<file path="src/rtl/prog_timer_if.sv">
// prog_timer control/status bundle.
// Master drives control and settings; slave is the timer.
interface prog_timer_if #(
    parameter int WIDTH       = 32,
    parameter int PRESC_WIDTH = 8
);
    logic                   enable_i;
    logic                   start_i;
    logic                   stop_i;
    logic                   mode_i;
    logic [WIDTH-1:0]       load_i;
    logic [PRESC_WIDTH-1:0] presc_i;
    logic                   irq_clr_i;
    logic [WIDTH-1:0]       count_o;
    logic                   busy_o;
    logic                   overflow_o;
    logic                   irq_o;

    modport master (
        output enable_i, start_i, stop_i, mode_i,
        output load_i, presc_i, irq_clr_i,
        input  count_o, busy_o, overflow_o, irq_o
    );

    modport slave (
        input  enable_i, start_i, stop_i, mode_i,
        input  load_i, presc_i, irq_clr_i,
        output count_o, busy_o, overflow_o, irq_o
    );
endinterface

</file>
<file path="src/rtl/prog_timer.sv">
// Programmable timer: prescaler, terminal count, one-shot/periodic, pause.
// Optional TIMER_STICKY_IRQ_EN turns irq_o into a sticky, clearable flag.
module prog_timer #(
    parameter int WIDTH       = 32,
    parameter int PRESC_WIDTH = 8
) (
    input logic         clk_i,
    input logic         rst_i,
    prog_timer_if.slave bus
);
    typedef enum logic {IDLE, RUN} state_t;

    state_t                 state_q, state_d;
    logic [WIDTH-1:0]       count_q, count_d;
    logic [PRESC_WIDTH-1:0] psc_q, psc_d;
    logic [WIDTH-1:0]       period_q, period_d;
    logic [PRESC_WIDTH-1:0] presc_q, presc_d;
    logic                   mode_q, mode_d;
    logic                   ovf_q, ovf_d;

    // Next state: stop beats start beats counting; pause holds everything.
    always_comb begin
        state_d  = state_q;
        count_d  = count_q;
        psc_d    = psc_q;
        period_d = period_q;
        presc_d  = presc_q;
        mode_d   = mode_q;
        ovf_d    = 1'b0;
        if (bus.stop_i) begin
            state_d = IDLE;
            count_d = '0;
            psc_d   = '0;
        end else if (bus.start_i) begin
            state_d  = RUN;
            count_d  = '0;
            psc_d    = '0;
            period_d = bus.load_i;
            presc_d  = bus.presc_i;
            mode_d   = bus.mode_i;
        end else if (state_q == RUN && bus.enable_i) begin
            if (psc_q == presc_q) begin
                psc_d = '0;
                if (count_q == period_q) begin
                    count_d = '0;
                    ovf_d   = 1'b1;
                    if (!mode_q) begin
                        state_d = IDLE;
                    end
                end else begin
                    count_d = count_q + WIDTH'(1);
                end
            end else begin
                psc_d = psc_q + PRESC_WIDTH'(1);
            end
        end
    end

    // Register the FSM, counters, latched settings and overflow pulse.
    always_ff @(posedge clk_i) begin
        if (rst_i) begin
            state_q  <= IDLE;
            count_q  <= '0;
            psc_q    <= '0;
            period_q <= '0;
            presc_q  <= '0;
            mode_q   <= 1'b0;
            ovf_q    <= 1'b0;
        end else begin
            state_q  <= state_d;
            count_q  <= count_d;
            psc_q    <= psc_d;
            period_q <= period_d;
            presc_q  <= presc_d;
            mode_q   <= mode_d;
            ovf_q    <= ovf_d;
        end
    end

    assign bus.count_o    = count_q;
    assign bus.busy_o     = (state_q == RUN);
    assign bus.overflow_o = ovf_q;

`ifdef TIMER_STICKY_IRQ_EN
    logic irq_q;

    // Sticky flag rises with overflow_o; a new overflow beats a clear.
    always_ff @(posedge clk_i) begin
        if (rst_i) begin
            irq_q <= 1'b0;
        end else begin
            irq_q <= ovf_d | (irq_q & ~bus.irq_clr_i);
        end
    end

    assign bus.irq_o = irq_q;
`else
    logic unused_irq_clr;

    assign unused_irq_clr = bus.irq_clr_i;
    assign bus.irq_o      = ovf_q;
`endif
endmodule

</file>
<file path="src/flat_wrapper.sv">
// flat-port wrapper written by rule: the top's interface ports become plain ports
module prog_timer_flat 
#(
    parameter int WIDTH       = 32,
    parameter int PRESC_WIDTH = 8
)
  (clk_i, rst_i, bus_enable_i, bus_start_i, bus_stop_i, bus_mode_i, bus_load_i, bus_presc_i, bus_irq_clr_i, bus_count_o, bus_busy_o, bus_overflow_o, bus_irq_o);
  prog_timer_if #(.WIDTH(WIDTH), .PRESC_WIDTH(PRESC_WIDTH)) bus_i ();
  input logic clk_i;
  input logic rst_i;
  input wire logic [$bits(bus_i.enable_i)-1:0] bus_enable_i;
  input wire logic [$bits(bus_i.start_i)-1:0] bus_start_i;
  input wire logic [$bits(bus_i.stop_i)-1:0] bus_stop_i;
  input wire logic [$bits(bus_i.mode_i)-1:0] bus_mode_i;
  input wire logic [$bits(bus_i.load_i)-1:0] bus_load_i;
  input wire logic [$bits(bus_i.presc_i)-1:0] bus_presc_i;
  input wire logic [$bits(bus_i.irq_clr_i)-1:0] bus_irq_clr_i;
  output wire logic [$bits(bus_i.count_o)-1:0] bus_count_o;
  output wire logic [$bits(bus_i.busy_o)-1:0] bus_busy_o;
  output wire logic [$bits(bus_i.overflow_o)-1:0] bus_overflow_o;
  output wire logic [$bits(bus_i.irq_o)-1:0] bus_irq_o;
  assign bus_i.enable_i = bus_enable_i;
  assign bus_i.start_i = bus_start_i;
  assign bus_i.stop_i = bus_stop_i;
  assign bus_i.mode_i = bus_mode_i;
  assign bus_i.load_i = bus_load_i;
  assign bus_i.presc_i = bus_presc_i;
  assign bus_i.irq_clr_i = bus_irq_clr_i;
  assign bus_count_o = bus_i.count_o;
  assign bus_busy_o = bus_i.busy_o;
  assign bus_overflow_o = bus_i.overflow_o;
  assign bus_irq_o = bus_i.irq_o;
  prog_timer #(.WIDTH(WIDTH), .PRESC_WIDTH(PRESC_WIDTH)) u_core (.clk_i(clk_i), .rst_i(rst_i), .bus(bus_i));
endmodule
</file>
<file path="config.mk">
export PLATFORM = sky130hd
export DESIGN_NAME = prog_timer_flat
export DESIGN_NICKNAME = d
export VERILOG_FILES = /design/src/rtl/prog_timer_if.sv /design/src/rtl/prog_timer.sv /design/src/flat_wrapper.sv
export SDC_FILE = /design/constraint.sdc
export NUM_CORES = 1
export LEC_CHECK = 0
export CORE_ASPECT_RATIO = 0.5
export CORE_MARGIN = 1.5
export CORE_UTILIZATION = 55
export CTS_BUF_LIST = sky130_fd_sc_hd__clkbuf_2
export CTS_CLUSTER_SIZE = 16
export DETAILED_ROUTE_END_ITERATION = 12
export GPL_ROUTABILITY_DRIVEN = 0
export HOLD_SLACK_MARGIN = 0.12
export PLACE_DENSITY = 0.86
export SLEW_MARGIN = 40
export SYNTH_ARGS = -nofsm -noshare
export SYNTH_HDL_FRONTEND = slang
export SYNTH_SLANG_ARGS = --single-unit
export TNS_END_PERCENT = 30
</file>
<file path="constraint.sdc">
create_clock -name clk_i -period 6 [get_ports clk_i]
set_input_delay 1.2 -clock clk_i [delete_from_list [all_inputs] [get_ports clk_i]]
set_output_delay 1.2 -clock clk_i [all_outputs]
set_load 0.02 [all_outputs]
</file>
==> flow_metrics.env <==
export IMPL_outcome="completed"
export IMPL_cts_made_buffers=9
export IMPL_fin_setup_tns_ns=0
export IMPL_hold_class="register to register"
export IMPL_netlist_area_leader_share_pct=44.00
export IMPL_core_region_area_um2=6674
export IMPL_synthMuxAreaShare_pct=0
export IMPL_drtPass1Iterations=5
export IMPL_dpl_cell_count=608
export IMPL_global_route_usage_total_pct=25.36
export IMPL_crit_required_ns=6.49
export IMPL_io_buffers=80
export IMPL_root_buffer="clkbuf_2"
export IMPL_end_kind="register"
export IMPL_post_route_period_util_pct=52.12
export IMPL_synthXorXnorAreaFrac_pct=17.86
export IMPL_grt_pass1_vias=2862
export IMPL_irDropWorstVdd_uv=107.2
export IMPL_antenna_found_initial=0
export IMPL_synth_edf_count=0
export IMPL_max_freq_ghz=0.3198
export IMPL_total_leakage_power_uw=0.001577
export IMPL_h_tree_depth=3
export IMPL_post_cts_buffers=0
export IMPL_ios=82
export IMPL_final_cells=623
export IMPL_yosys_area_share_simple_pct=27.53
export IMPL_vias=3319
export IMPL_synth_area_top_cells="dfxtp_1, xnor2_1, nand2_1"
export IMPL_routedWlPerCell_um=14.15
export IMPL_area_delta_synth_final_pct=25.08
export IMPL_setup_violations=0
export IMPL_fp_dieW_um=120.2
export IMPL_crit_fanout=28
export IMPL_dieArea_um2=7402
export IMPL_async_flop_share_pct=0
export IMPL_initial_core_util_pct=56.58
export IMPL_fin_ws_ns=2.873
export IMPL_synth_compound_area_share_pct=6.693
export IMPL_grt_overflow=0
export IMPL_max_slew_margin_rel_pct=44.45
export IMPL_grtUsageMet3_pct=7.407
export IMPL_dr_first_iter_drc_count=259
export IMPL_die_height_um=61.59
export IMPL_yosysUniqueCellTypes=36
export IMPL_post_synth_fa_ha_maj_area_fraction_pct=0.6627
export IMPL_clk_pin_slew_ns=0.20
export IMPL_clk_insertion_delay_late_ns=0.57
export IMPL_syn_cell_area_um2=3776
export IMPL_period_needed_ns=3.127
export IMPL_cts_sinks=83
export IMPL_synthFlopType="dfxtp_1"
export IMPL_synth_most_common_cell="nand2_1"
export IMPL_drc_errors=0
export IMPL_timing_rr_start="u_core.psc_q[0]"
export IMPL_grtUsageMet2_pct=39.67
export IMPL_drv_slew=0
export IMPL_final_setup_skew_ns=0.02184
export IMPL_nNetsFinal=576
export IMPL_drive_gt1_share_pct=5.461
export IMPL_synth_warnings=0
export IMPL_dp_hpwl_um=6384
export IMPL_grt_busiest_layer="met2"
export IMPL_cts_tree="done"
export IMPL_synthCells=458
export IMPL_finalHoldViolCount=0
export IMPL_startpoint="bus_enable_i"
export IMPL_rows=21
export IMPL_diodes=0
export IMPL_avgSynthCellArea_um2=8.245
export IMPL_synth_area_leader_cell="dfxtp_1"
export IMPL_drv_cap=0
export IMPL_ctsResizeCount=0
export IMPL_clockBufferDepth=2
export IMPL_crit_arrival_ns=3.62
export IMPL_grt_pass1_wl_um=14120
export IMPL_place_ws_ns=2.286
export IMPL_ant_nets=0
export IMPL_synth_seq_area_share_pct=44.00
export IMPL_grt_max_degree=45
export IMPL_startpoint_type="input pin"
export IMPL_worst_slew_pin_slew_ns=0.8264
export IMPL_power_density_nw_per_um2=200.6
export IMPL_via_per_inst=5.327
export IMPL_synthTopCellsByCount="nand2_1, dfxtp_1, xnor2_1"
export IMPL_synth_top_family_by_area="simple AND/OR/NAND/NOR gates"
export IMPL_rsz0062_at_grt="no"
export IMPL_wirelength_um=8818
export IMPL_crit_type="input pin to register"
export IMPL_min_from="u_core.presc_q[7]"
export IMPL_cts_hold_buf=0
export IMPL_synth_seq_cells=83
export IMPL_use_met1_pct=34.28
export IMPL_synthesis_nets=507
path summary, 6_finish.rpt:
kind	cells past startpoint	endpoint	slack (ns)
worst max register to register	6	u_core.bus.count_o[19]	3.16
worst min register to register	2	u_core.presc_q[7]	0.48
worst min-delay path	2	u_core.presc_q[7]	0.48
worst max-delay path	7	u_core.bus.count_o[19]	2.87
sequential cells by signal, indices dropped and copies added, names as in the netlist:
name and count:
u_core.mode_q 1, u_core.bus.busy_o 1, u_core.presc_q 8, u_core.psc_q 8
u_core.period_q 32, u_core.bus.count_o 32, u_core.bus.irq_o 1
cell usage in the layout, fill, tap and decap left out, types with 2 or more instances in the layout:
master           netlist  final
nand2_1              102    102
dfxtp_1               83     83
clkdlybuf4s50_1        0     80
xnor2_1               48     48
nor2_1                45     45
a21oi_1               44     44
xor2_1                29     29
nand4_1               19     19
nand3_1               17     17
clkbuf_2               1     11
nor3_1                 6      6
and3_1                 6      6
nor4_1                 6      6
and4_1                 4      4
inv_1                  3      3
buf_4                  1      3
and3_2                 2      2
nor4_4                 2      2
nor2_2                 2      2
ha_1                   2      2
clkinv_1               0      2
logic make-up after synthesis:
group	after synthesis
AOI/OAI and AO/OA	48
xor gates and xnor gates	77
adders and majority gates	2
buffers and inverters	28
DFF	83
and+or+nand+nor	220
layer usage:
layer	up-vias	routed length (um)
met1	1538	4144
met3	19	556
met5	-	0
li1	1659	-
met2	103	3951
met4	0	165
power by group:
part | switching (uW) | internal [uW]
clock | 184 | 94.3
sequential | 9.20 | 565
combinational | 45.1 | 49.6
total | 239 | 709
worst max-delay path, cell delays in order:
cell,delay (ns)
clkdlybuf4s50_1,0.46
nand2_1,0.10
nor2_1,0.15
nand3_1,0.56
o21ai_4,0.86
buf_4,0.24
nor2_1,0.04
cell type report:
class | instances | area (um2)
clock buffers | 11 | 55.05
clock inverters | 4 | 42.54
fillers | 560 | 1951
inverters | 3 | 11.26
multi-input cells | 347 | 2014
flip-flops and latches | 83 | 1662
well taps | 92 | 115.1
repair buffers | 83 | 823.3
stage by stage:
| stage | cell area [um2] | utilization, % | total power, uW | hold slack [ns] |
|---|---|---|---|---|
| CTS | 4713 | 70.62 | 945.7 | 0.4809 |
| finish | 4723 | 70.77 | 947.7 | 0.4786 |
| global route | 4723 | 70.77 | 986.9 | 0.4962 |
| detailed placement | 4616 | 69.16 | 678.6 | 0.4591 |
| global placement | 4608 | 69.05 | 676.0 | 0.4472 |
| floorplan | 3776 | - | 634.3 | 0.4367 |
(Power assumes the default switching activity.)
